$ cat src/rtl/conv_ctrl_pkg.sv
`default_nettype none
// ============================================================================
// Module   : conv_ctrl_pkg
// Brief    : Shared constants, state encoding, job descriptor type and helper
//            for the conv_pe sequencer.
// Revision : 1.0 - initial release
// ============================================================================
package conv_ctrl_pkg;

   // Channels consumed by the PE per read (one cin group)
   localparam int PE_LANES = 8;
   // conv_pe pipeline depth from valid_in to data_valid
   localparam int PE_LAT   = 4;

   // Descriptor field widths; the controller's CG_W/CO_W/PIX_W default to these
   localparam int DESC_CG_W  = 6;
   localparam int DESC_CO_W  = 10;
   localparam int DESC_PIX_W = 16;

   // Sequencer states
   localparam logic [2:0] ST_IDLE     = 3'd0;
   localparam logic [2:0] ST_WAIT_WIN = 3'd1;
   localparam logic [2:0] ST_ISSUE    = 3'd2;
   localparam logic [2:0] ST_RELEASE  = 3'd3;
   localparam logic [2:0] ST_DRAIN    = 3'd4;

   typedef struct packed {
      logic [DESC_CG_W-1:0]  cin_groups;
      logic [DESC_CO_W-1:0]  cout;
      logic [DESC_PIX_W-1:0] npix;
   } conv_desc_t;

   // A zero group count is run as a single group
   function automatic logic [DESC_CG_W-1:0] eff_groups(input logic [DESC_CG_W-1:0] groups);
      return (groups == '0) ? DESC_CG_W'(1) : groups;
   endfunction

endpackage
`default_nettype wire

$ cat src/rtl/conv_delay_line.sv
`default_nettype none
// ============================================================================
// Module   : conv_delay_line
// Brief    : Resettable WIDTH x DEPTH shift register used to align read-side
//            strobes with memory read latency.
// Revision : 1.0 - initial release
// ============================================================================
module conv_delay_line
   import conv_ctrl_pkg::*;
#(
   parameter int WIDTH = 3,
   parameter int DEPTH = 1
)(
   input  logic             clk,
   input  logic             rst,
   input  logic [WIDTH-1:0] din,
   output logic [WIDTH-1:0] dout
);

   logic [WIDTH-1:0] stage [DEPTH];

   // Shift one stage per cycle; reset squashes everything in flight
   always_ff @(posedge clk) begin
      if (rst) begin
         for (int i = 0; i < DEPTH; i++) stage[i] <= '0;
      end else begin
         stage[0] <= din;
         for (int i = 1; i < DEPTH; i++) stage[i] <= stage[i-1];
      end
   end

   assign dout = stage[DEPTH-1];

endmodule
`default_nettype wire

$ cat src/rtl/conv_pe_ctrl.sv
`default_nettype none
// ============================================================================
// Module   : conv_pe_ctrl
// Brief    : Sequencer for one conv_pe. Walks pixel -> cout -> cin group,
//            issues memory reads, aligns PE strobes to read latency, gates
//            passes on FIFO credits and reports job completion.
// Revision : 1.0 - initial release
// ============================================================================
module conv_pe_ctrl
   import conv_ctrl_pkg::*;
#(
   parameter int CG_W       = DESC_CG_W,
   parameter int CO_W       = DESC_CO_W,
   parameter int PIX_W      = DESC_PIX_W,
   parameter int MEM_LAT    = 1,
   parameter int FIFO_DEPTH = 16
)(
   input  logic                 clk,
   input  logic                 rst,
   input  logic                 cfg_valid,
   output logic                 cfg_ready,
   input  logic [CG_W-1:0]      cfg_cin_groups,
   input  logic [CO_W-1:0]      cfg_cout,
   input  logic [PIX_W-1:0]     cfg_npix,
   input  logic                 win_valid,
   output logic                 win_consume,
   output logic                 rd_en,
   output logic [CG_W-1:0]      act_grp,
   output logic [CO_W+CG_W-1:0] wgt_addr,
   output logic [CO_W-1:0]      bias_addr,
   output logic                 pe_valid_in,
   output logic                 pe_last_channel,
   input  logic                 pe_data_valid,
   input  logic                 out_pop,
   output logic                 busy,
   output logic                 done
);

   localparam int                CRED_W    = $clog2(FIFO_DEPTH + 1);
   localparam logic [CRED_W-1:0] CRED_FULL = CRED_W'(FIFO_DEPTH);

   logic [2:0]           state;
   conv_desc_t           desc;
   logic [CG_W-1:0]      grp_idx, grp_last;
   logic [CO_W-1:0]      cout_idx, cout_last;
   logic [PIX_W-1:0]     pix_idx, pix_last;
   logic [CO_W+CG_W-1:0] wgt_idx;
   logic [CRED_W-1:0]    credits, in_flight;
   logic                 issue, pass_start, pass_end, pix_end, pop_ok;
   logic                 rd_last, rd_consume;
   logic [2:0]           pipe_out;

   assign grp_last  = CG_W'(eff_groups(desc.cin_groups)) - CG_W'(1);
   assign cout_last = CO_W'(desc.cout) - CO_W'(1);
   assign pix_last  = PIX_W'(desc.npix) - PIX_W'(1);

   // Only a pass start needs a credit; once started a pass runs to its end
   assign issue      = (state == ST_ISSUE) && ((grp_idx != '0) || (credits != '0));
   assign pass_start = issue && (grp_idx == '0);
   assign pass_end   = issue && (grp_idx == grp_last);
   assign pix_end    = pass_end && (cout_idx == cout_last);
   assign pop_ok     = out_pop && (credits != CRED_FULL);

   assign cfg_ready = (state == ST_IDLE);
   assign busy      = ~cfg_ready;

   // Job walk: descriptor capture, window wait, group/cout/pixel stepping
   always_ff @(posedge clk) begin
      if (rst) begin
         state    <= ST_IDLE;
         desc     <= '0;
         grp_idx  <= '0;
         cout_idx <= '0;
         wgt_idx  <= '0;
         pix_idx  <= '0;
      end else begin
         case (state)
            ST_IDLE: begin
               if (cfg_valid) begin
                  desc.cin_groups <= DESC_CG_W'(cfg_cin_groups);
                  desc.cout       <= DESC_CO_W'(cfg_cout);
                  desc.npix       <= DESC_PIX_W'(cfg_npix);
                  pix_idx         <= '0;
                  state <= ((cfg_cout == '0) || (cfg_npix == '0)) ? ST_DRAIN : ST_WAIT_WIN;
               end
            end
            ST_WAIT_WIN: begin
               if (win_valid) begin
                  grp_idx  <= '0;
                  cout_idx <= '0;
                  wgt_idx  <= '0;
                  state    <= ST_ISSUE;
               end
            end
            ST_ISSUE: begin
               if (issue) begin
                  wgt_idx <= wgt_idx + (CO_W+CG_W)'(1);
                  if (pass_end) begin
                     grp_idx <= '0;
                     if (pix_end) state    <= ST_RELEASE;
                     else         cout_idx <= cout_idx + CO_W'(1);
                  end else begin
                     grp_idx <= grp_idx + CG_W'(1);
                  end
               end
            end
            ST_RELEASE: begin
               // Window is released only after the PE has sampled it
               if (win_consume) begin
                  if (pix_idx == pix_last) begin
                     state <= ST_DRAIN;
                  end else begin
                     pix_idx <= pix_idx + PIX_W'(1);
                     state   <= ST_WAIT_WIN;
                  end
               end
            end
            ST_DRAIN: begin
               if (in_flight == '0) state <= ST_IDLE;
            end
            default: state <= ST_IDLE;
         endcase
      end
   end

   // Credit and in-flight bookkeeping; coincident up/down events cancel
   always_ff @(posedge clk) begin
      if (rst) begin
         credits   <= CRED_FULL;
         in_flight <= '0;
      end else begin
         case ({pass_start, pop_ok})
            2'b10:   credits <= credits - CRED_W'(1);
            2'b01:   credits <= credits + CRED_W'(1);
            default: credits <= credits;
         endcase
         case ({pass_end, pe_data_valid})
            2'b10:   in_flight <= in_flight + CRED_W'(1);
            2'b01:   if (in_flight != '0) in_flight <= in_flight - CRED_W'(1);
            default: in_flight <= in_flight;
         endcase
      end
   end

   // Registered read strobe, addresses and completion pulse
   always_ff @(posedge clk) begin
      if (rst) begin
         rd_en      <= 1'b0;
         rd_last    <= 1'b0;
         rd_consume <= 1'b0;
         act_grp    <= '0;
         wgt_addr   <= '0;
         bias_addr  <= '0;
         done       <= 1'b0;
      end else begin
         rd_en      <= issue;
         rd_last    <= pass_end;
         rd_consume <= pix_end;
         done       <= (state == ST_DRAIN) && (in_flight == '0);
         if (issue) begin
            act_grp   <= grp_idx;
            wgt_addr  <= wgt_idx;
            bias_addr <= cout_idx;
         end
      end
   end

   conv_delay_line #(
      .WIDTH (3),
      .DEPTH (MEM_LAT)
   ) u_align (
      .clk  (clk),
      .rst  (rst),
      .din  ({rd_en, rd_last, rd_consume}),
      .dout (pipe_out)
   );

   assign {pe_valid_in, pe_last_channel, win_consume} = pipe_out;

   // A pop with every credit already home means the downstream FIFO misbehaved
   a_pop_overflow: assert property (@(posedge clk) disable iff (rst)
      !(out_pop && (credits == CRED_FULL)));

endmodule
`default_nettype wire

$ cat config.mk
export PLATFORM = sky130hd
export DESIGN_NAME = conv_pe_ctrl
export DESIGN_NICKNAME = d
export VERILOG_FILES = /design/src/rtl/conv_ctrl_pkg.sv /design/src/rtl/conv_delay_line.sv /design/src/rtl/conv_pe_ctrl.sv
export SDC_FILE = /design/constraint.sdc
export NUM_CORES = 1
export LEC_CHECK = 0
export ABC_AREA = 1
export CORE_MARGIN = 4
export CORE_UTILIZATION = 57
export CTS_CLUSTER_DIAMETER = 120
export CTS_CLUSTER_SIZE = 20
export DETAILED_ROUTE_END_ITERATION = 16
export GPL_TIMING_DRIVEN = 0
export HOLD_SLACK_MARGIN = 0.08
export PLACE_DENSITY = 0.8
export SYNTH_ARGS = -nofsm -noshare
export SYNTH_HDL_FRONTEND = slang
export SYNTH_SLANG_ARGS = --single-unit
$ cat constraint.sdc
create_clock -name clk -period 3.7 [get_ports clk]
set_input_delay 0.74 -clock clk [delete_from_list [all_inputs] [get_ports clk]]
set_output_delay 0.74 -clock clk [all_outputs]
set_load 0.1 [all_outputs]
# --- Word-level counts from Yosys, hierarchy flattened ---
# Memory sizes are Yosys's and may differ from the RTL's.
# Cells that the tools add are included.
totals:
  ff_bits: 129
  ram_bits: 3
  in_bits: 38
  output_inout_bits: 39
  elab_cells: 115
  n_memories: 1
classes:
  addsub: 11
  eq_ne: 22
  n_mux: 35
  n_bitwise: 1
  reduce_logical: 28
mem_list:
  columns: ["memory", "depth", "word_bits", "rd", "rd_ports_with_merged_regs", "wr", "line_no", "text"]
  rows:
  - ["u_align.stage", 1, 3, 1, 0, 1, "conv_delay_line.sv:20", "logic [WIDTH-1:0] stage [DEPTH];"]
ops:
  columns: ["cell", "n"]
  rows:
  - ["$mux W16", 5]
  - ["$pmux W16 S2", 2]
  - ["$mux W10", 4]
  - ["$add A16 B1 Y16 const B", 2]
  - ["$mux W3", 10]
  - ["$mux W6", 4]
  - ["$ne A2 B2 Y1 const B", 10]
  - ["$pmux W10 S2", 1]
  - ["$pmux W5 S2", 2]
  - ["$eq A16 B16 Y1", 1]
  - ["$logic_not A16 Y1", 1]
  - ["$sub A16 B1 Y16 const B", 1]
  - ["$pmux W3 S5", 1]
  - ["$logic_not A6 Y1", 2]
  - ["$pmux W6 S2", 1]
  - ["$add A10 B1 Y10 const B", 1]
  - ["$add A5 B1 Y5 const B", 2]
  - ["$eq A10 B10 Y1", 1]
  - ["$logic_not A10 Y1", 1]
  - ["$reduce_bool A5 Y1", 2]
  - ["$sub A10 B1 Y10 const B", 1]
  - ["$sub A5 B1 Y5 const B", 2]
  - ["$reduce_bool A2 Y1", 4]
  - ["$reduce_and A7 Y1", 1]
  - ["22 further kinds", 35]

# --- Longest topological paths before layout ---
# Gate-level depths: netlist of run 1.
depth:
  ltp_word: 10
  mapped_depth: 20
  ltp_nobuf: 20

# --- Hierarchy ---
# Synthesis of run 1 repeated with hierarchy kept, for this count alone.
hier_totals:
  hier_cells: 1039
  area_unflattened_um2: 7263.2
modules_own_cells:
  columns: ["mod", "instances", "cells_each", "area_per_inst_um2"]
  rows:
  - ["conv_pe_ctrl", 1, 1030, 7180.6]
  - ["conv_delay_line", 1, 9, 82.6]

# --- Least setup slack after synthesis of run 1 ---
# OpenSTA, ideal clock, no wires.
synth_timing:
  kind: "flip-flop to output port"
  from: "reg state[2]"
  to: "out cfg_ready"
  arrival_ns: 2.449
  setup_slack_ns: 0.511
  path_stages_with_launch: 5
  path_buffers: 1
  path_cell_list: "dfxtp_1 -> nor2_1 -> nand2_1 -> inv_1 -> clkbuf_1"
synth_via:
  elab_chain_cells: 1
synth_rtl:
  columns: ["item", "line_no", "text"]
  rows:
  - ["start, declared", "conv_pe_ctrl.sv:42", "logic [2:0] state;"]
  - ["start signal, assigned", "conv_pe_ctrl.sv:84", "state <= ((cfg_cout == '0) || (cfg_npix == '0)) ? ST_DRAIN : ST_WAIT_WIN;"]
  - ["$logic_not A3 Y1", "conv_pe_ctrl.sv:64", "assign cfg_ready = (state == ST_IDLE);"]
  - ["end, declared", "conv_pe_ctrl.sv:21", "output logic cfg_ready,"]
# Every way passes these cells.

# --- Worst setup path after layout of run 1 ---
layout_timing:
  from: "reg grp_idx[0]"
  to: "reg credits[4]"
layout_via:
  elab_chain_cells: 6
  word_cells_on_any_way: 9
layout_rtl:
  columns: ["item", "line_no", "text"]
  rows:
  - ["start, declared", "conv_pe_ctrl.sv:44", "logic [CG_W-1:0] grp_idx, grp_last;"]
  - ["start signal, assigned", "conv_pe_ctrl.sv:103", "grp_idx <= grp_idx + CG_W'(1);"]
  - ["$reduce_bool A6 Y1", "conv_pe_ctrl.sv:58", "assign issue = (state == ST_ISSUE) && ((grp_idx != '0) || (credits != '0));"]
  - ["$logic_or A1 B1 Y1", "conv_pe_ctrl.sv:58", null]
  - ["$logic_and A1 B1 Y1", "conv_pe_ctrl.sv:58", null]
  - ["$logic_and A1 B1 Y1 *", "conv_pe_ctrl.sv:59", "assign pass_start = issue && (grp_idx == '0);"]
  - ["$eq A2 B1 Y1 or $eq A2 B2 Y1 (tied branches)", "conv_pe_ctrl.sv:132", "case ({pass_start, pop_ok})"]
  - ["$pmux W5 S2 or $reduce_bool A2 Y1 (tied branches)", null, null]
  - ["end signal, assigned", "conv_pe_ctrl.sv:133", "2'b10: credits <= credits - CRED_W'(1);"]
  - ["end signal, assigned", "conv_pe_ctrl.sv:134", "2'b01: credits <= credits + CRED_W'(1);"]
  - ["end signal, assigned", "conv_pe_ctrl.sv:135", "default: credits <= credits;"]
  - ["end, declared", "conv_pe_ctrl.sv:48", "logic [CRED_W-1:0] credits, in_flight;"]
# Mark *: on every way between the ends. The rest lies on a longest branch, timed or not.
# A chain may end at the register's enable or synchronous reset.

==> flow_summary.yaml, run 1 <==
timing:
  finalHoldViolCount: 0
  tightest_slew_ps: 997
  drv_slew: 0
  relSlewSlack_pct: 33.3
  setup_violations: 0
  clock_skew_ps: 7.59
  holdWs_ps: 419
  layout_min_cycle_time_ps: 3480
  min_period_over_period_pct: 93.9
  rsz0062_at_grt: "yes"
  timing.fmax_mhz: 288
  final.setup.worst_slack_ps: 224
cells_and_area:
  nFillCells: 1042
  area_growth_pct: 22.0
  drive_above_1_share_pct: 8.22
  final_area_um2: 8720
  nets: 1161
  final_cells: 1287
  antenna_cells: 0
route:
  drt-total-wl_um: 19300
  wl_per_cell_um: 15.0
  drc: 0
  drt_iter0_drc: 581
  routed_via_density: 5.42
  detail-route-antenna-nets: 0
  firstDrtPassIters: 6
  vias: 6981
flow_run:
  cap_violations: 0
die:
  die_area_um2: 14400
  ios: 77
  core_um2: 12200
  initial_utilization_pct: 58.8
  die_h_um: 120
  dieWidth_um: 120
  rows: 40
setup_path:
  worstSetupPathType: "reg2reg"
  crit_start: "grp_idx[0]$_SDFFE_PP0P_"
  cp_data_arrival_time_ps: 3790
  start_kind: "flip-flop"
  setup.worst_path.end_class: "flip-flop"
  max_stage_delay_ps: 390
  critical_path.cell_chain: "inv_1 > ha_1 > nand3_1 > nor3_2 > nand2_1 > nand2_1 > inv_1 > clkbuf_1 > clkbuf_2 > nand2_1 > ha_1 > inv_1 > ha_1 > a21o_1 > a31oi_1 > nand2_1 > nand2_1 > nor2_1 > a21oi_1 > o21ai_0"
  r2r-start: "grp_idx[0]$_SDFFE_PP0P_"
  worst-path-max-fanout: 10
  worst-endpoint-required_ps: 4020
  critical-path-top-cell-by-count: "nand2_1"
  worst_path_max_delay_cell: "dfxtp_1"
clocking:
  clkTransAtPathRegs_ps: 60
  cts_root_buffer: "clkbuf_16"
  insertion_delay_ps: 430
  htreeDepth: 4
  clock-sinks: 132
  cts_setup_buffers: 0
  cts_tree: "built"
  cts_hold_buf: 0
  clk_path_buf_depth: 2
  numCtsBuffers: 17
run_status:
  status: "finished clean"
power_and_ir_drop:
  total_power_uw: 7370
  p_per_area_nw_per_um2: 846
  ir_worst_vdd_mv: 0.692
  p_leak_uw: 0.00340
logic_synthesis:
  synth.avg_cell_area_um2: 7.06
  synthFlopType: "dfxtp_1"
  synth_edf_count: 0
  synth_nets: 1067
  syn_area_um2: 7150
  ys_types: 44
  seq_area_frac_synth_pct: 37.0
  synth_cells: 1012
  synth_seq_cells: 132
  async_flop_share_pct: 0
  ys_warn_count: 0
grt:
  antenna_found_initial: 0
  grt_max_degree: 17
  gr-total-overflow: 0
  grt_usage_pct: 27.2
  grt_pass1_wl_um: 31400
  grt_pass1_vias: 6567
placed_design:
  dp_hpwl_um: 14300
  dp_slack_ps: 186
  place_inst: 1255
  gp_congestion: 0.922
  detailed_place.area_um2: 8110
  port_buffers: 75
hold_path:
  worstHoldStart: "rd_consume$_SDFF_PP0_"
  hold_class: "reg2reg"
stage by stage:
stage / TNS (ps) / util, %
after floorplan: 0 / -
after global placement: 0 / 66.7
after detailed placement: 0 / 66.7
after CTS: 0 / 71.6
after global routing: -61.6 / 71.7
final: 0 / 71.7
report_power, final:
group	internal [uW]	total, uW	switching (uW)
logic	1060	3690	2630
clock network	1080	1730	657
registers	1720	1950	225
total	3860	7370	3510
sequential cells by signal, indices dropped and copies added (netlist names):
name and count:
act_grp 6, bias_addr 10, cout_idx 10, credits 5, desc 32, done 1
grp_idx 6, in_flight 5, pix_idx 16, rd_consume 1, rd_en 1, rd_last 1
state 3, u_align.stage 3, wgt_addr 16, wgt_idx 16
Yosys cell counts, types with 14 or more instances:
| library cell | instances | share of area (%) |
|---|---|---|
| nand3_1 | 75 | 5.3 |
| nand2_1 | 178 | 9.3 |
| a21oi_1 | 91 | 6.4 |
| ha_1 | 15 | 2.6 |
| nor3_1 | 25 | 1.8 |
| dfxtp_1 | 132 | 37 |
| xor2_1 | 37 | 4.5 |
| clkbuf_1 | 30 | 1.6 |
| o21ai_0 | 78 | 5.5 |
| nor2_1 | 128 | 6.7 |
| xnor2_1 | 14 | 1.7 |
| nand2_2 | 16 | 1.4 |
| inv_1 | 95 | 5.0 |
layer usage:
layer | routed length [um] | track usage (%)
met1 | 8710 | 35.3
met5 | 0 | 0
met4 | 436 | 9.59
met2 | 8710 | 43.4
met3 | 1390 | 7.45
worst paths after layout:
check / end / slack, ps / cells past startpoint
worst max register to register: credits[4]$_SDFFE_PP1P_ / 220 / 20
worst min-delay path: u_align.stage[0][0]$_SDFF_PP0_ / 420 / 2
worst max-delay path: credits[4]$_SDFFE_PP1P_ / 220 / 20
worst min register to register: u_align.stage[0][0]$_SDFF_PP0_ / 420 / 2
cell type report:
cell class / instances / area [um^2] / area share, %
Buffer: 35 / 159 / 1.82
Multi-Input combinational cell: 742 / 3970 / 45.5
Timing Repair Buffer: 75 / 753 / 8.64
Sequential cell: 132 / 2640 / 30.3
Clock buffer: 20 / 447 / 5.12
Clock inverter: 12 / 153 / 1.75
Inverter: 103 / 387 / 4.44
Tap cell: 168 / 210 / 2.41
worst max-delay path: cells and delay by family, from the launching register on:
kind	cells	cell delay, ps
buf+inv	5	1030
fa+ha+maj	3	720
simple gates	8	610
compound gates	4	600
flops	1	390
cell families after synthesis:
| group | Yosys count | synth area share [%] |
|---|---|---|
| AO/OA/AOI/OAI | 196 | 14.9 |
| XOR/XNOR | 53 | 6.88 |
| flip-flops | 132 | 37.0 |
| adder cells (fa/ha/maj) | 17 | 3.19 |
| AND/OR/NAND/NOR | 476 | 30.4 |
| buffers and inverters | 138 | 7.62 |
timing repair:
action                     in CTS  in global routing
hold endpoints to repair        0                  0
setup endpoints to repair       0                  3
gates resized for setup         0                  4
cell usage in the layout (no fill, tap or decap), drive strengths merged:
cell type,Yosys,routed
o31ai,1,1
dlymetal6s2s,0,1
a31oi,3,3
a31o,1,1
nand2,197,197
nand3b,9,9
nand4,9,9
a211oi,4,4
xor2,37,37
nor3,27,27
o22ai,1,1
nor2,137,137
xnor3,2,2
or2,3,3
buf,5,5
inv,102,104
nand3,79,79
clkbuf,30,50
fa,2,2
and2,1,1
o21ai,79,79
a21o,2,2
nor3b,3,3
clkdlybuf4s50,0,74
o21a,2,2
o21bai,2,2
nor4b,1,1
a21oi,101,101
ha,15,15
nor4,10,10
clkinvlp,0,1
dfxtp,132,132
clkinv,1,7
bufinv,0,3
xnor2,14,14
Power figures use the tool's default switching activity.
==> run 2, diff against run 1 <==
--- a/config.mk
+++ b/config.mk
@@ -6,7 +6,7 @@
 export NUM_CORES = 1
 export LEC_CHECK = 0
 export ABC_AREA = 1
-export CORE_MARGIN = 4
+export CORE_MARGIN = 2
 export CORE_UTILIZATION = 57
 export CTS_CLUSTER_DIAMETER = 120
 export CTS_CLUSTER_SIZE = 20
@@ -14,6 +14,7 @@
 export GPL_TIMING_DRIVEN = 0
 export HOLD_SLACK_MARGIN = 0.08
 export PLACE_DENSITY = 0.8
+export SLEW_MARGIN = 20
 export SYNTH_ARGS = -nofsm -noshare
 export SYNTH_HDL_FRONTEND = slang
 export SYNTH_SLANG_ARGS = --single-unit
==> flow_summary.yaml, run 2 (synthesized netlist as in run 1, its figures left out) <==
clocking:
  clock-sinks: 132
  insertion_delay_ps: 430
  cts_tree: "built"
  cts_setup_buffers: 0
  clkTransAtPathRegs_ps: 60
  htreeDepth: 4
  clk_path_buf_depth: 2
  numCtsBuffers: 17
  cts_root_buffer: "clkbuf_16"
timing:
  finalHoldViolCount: 0
  layout_min_cycle_time_ps: 3320
  final.setup.worst_slack_ps: 380
  setup_violations: 0
  timing.fmax_mhz: 301
  clock_skew_ps: 7.46
  tns_ps: 0
  min_period_over_period_pct: 89.7
  drv_slew: 0
  relSlewSlack_pct: 33.9
  holdWs_ps: 432
  tightest_slew_ps: 981
  rsz0062_at_grt: "no"
power_and_ir_drop:
  intPower_uw: 3900
  ir_worst_vdd_mv: 0.840
  p_switching_uw: 3480
  total_power_uw: 7380
  clockPowerShare_pct: 23.7
  p_per_area_nw_per_um2: 846
  combinationalPowerShare_pct: 49.8
  power_frac_seq_pct: 26.5
  switching_share_pct: 47.2
  p_leak_uw: 0.00340
run_status:
  status: "finished clean"
grt:
  grt_pass1_wl_um: 30900
  grt_pass1_vias: 6530
  gr-total-overflow: 0
  antenna_found_initial: 0
  grt_usage_pct: 29.3
  grt_max_degree: 17
die:
  core_um2: 12100
  dieWidth_um: 116
  die_area_um2: 13500
  ios: 77
  rows: 40
  initial_utilization_pct: 59.0
  die_h_um: 116
cells_and_area:
  antenna_cells: 0
  nFillCells: 1026
  layout_common_cells: "nand2_1, dfxtp_1, nor2_1, inv_1, a21oi_1"
  area_growth_pct: 22.1
  final_area_um2: 8720
  drive_above_1_share_pct: 8.13
  nets: 1161
  final_common_cell: "nand2_1"
  largest_register: "desc"
  largest_register_ffs: 32
route:
  firstDrtPassIters: 5
  detail-route-antenna-nets: 0
  drt-total-wl_um: 19000
  vias: 7056
  routed_via_density: 5.48
  drt_iter0_drc: 596
  drc: 0
  wl_per_cell_um: 14.8
placed_design:
  dp_hpwl_um: 13800
  dp_slack_ps: 176
  detailed_place.area_um2: 8110
  gp_congestion: 0.926
  port_buffers: 75
setup_path:
  worst-path-max-fanout: 10
  setup.worst_path.end_class: "flip-flop"
  start_kind: "flip-flop"
  worst-endpoint-required_ps: 4010
  cp_data_arrival_time_ps: 3630
  worstSetupPathType: "reg2reg"
hold_path:
  hold_class: "reg2reg"
flow_run:
  cap_violations: 0
run 2: changes by cell type in the layout (fill, tap and decap cells not counted), sizes merged:
cell / previous run / this run
clkbuf: 50 / 54
inv: 104 / 102
clkinvlp: 1 / 2
clkinv: 7 / 4
run 2: power by group through the flow:
stage	clock network, uW	logic [uW]	registers (uW)
after floorplan	0	1990	2790
after global placement	0	3570	1970
after detailed placement	0	3620	1970
after CTS	1750	3660	1950
after global routing	1820	4010	1980
final	1750	3680	1950
run 2: final timing paths:
kind | slack (ps) | start | cells past startpoint | end
max reg2reg | 380 | grp_idx[0]$_SDFFE_PP0P_ | 20 | credits[4]$_SDFFE_PP1P_
min | 430 | rd_consume$_SDFF_PP0_ | 2 | u_align.stage[0][0]$_SDFF_PP0_
max | 380 | grp_idx[0]$_SDFFE_PP0P_ | 20 | credits[4]$_SDFFE_PP1P_
min reg2reg | 430 | rd_consume$_SDFF_PP0_ | 2 | u_align.stage[0][0]$_SDFF_PP0_
run 2: per-layer routing:
layer	GRT usage (%)	wire (um)
met1	39.3	8750
met2	46.2	8540
met5	0	0
met3	7.27	1370
met4	10.8	363
run 2: metrics by stage:
| step | utilization, % | instances |
|---|---|---|
| finish | 72.0 | 1287 |
| CTS | 71.9 | 1287 |
| global route | 72.0 | 1287 |
| detailed placement | 66.9 | 1255 |
| global placement | 66.9 | 1255 |
| floorplan | - | 1012 |
run 2: worst max-delay path, stage by stage, from the launching register on:
cell,delay [ps]
dfxtp_1,330
inv_1,150
ha_1,170
nand3_1,90
nor3_2,210
nand2_1,80
nand2_1,120
inv_1,60
clkbuf_2,190
clkbuf_2,240
nand2_1,110
ha_1,190
inv_1,110
ha_1,330
a21o_1,190
a31oi_1,210
nand2_1,80
nand2_1,60
nor2_1,50
a21oi_1,120
o21ai_0,100
run 2: final cells by class:
cell class | instances | area, um^2 | share of cell area, %
clock buffer | 24 | 482 | 5.52
timing repair buffer | 75 | 753 | 8.63
clock inverter | 8 | 124 | 1.42
inverter | 103 | 387 | 4.43
sequential | 132 | 2640 | 30.3
buffer | 35 | 160 | 1.84
tap | 168 | 210 | 2.41
multi-input combinational | 742 | 3970 | 45.5
run 2: repair_timing:
item / CTS / global route
endpoints found under the setup margin: 0 / 3
hold buffers: 0 / 0
resized for setup: 0 / 6
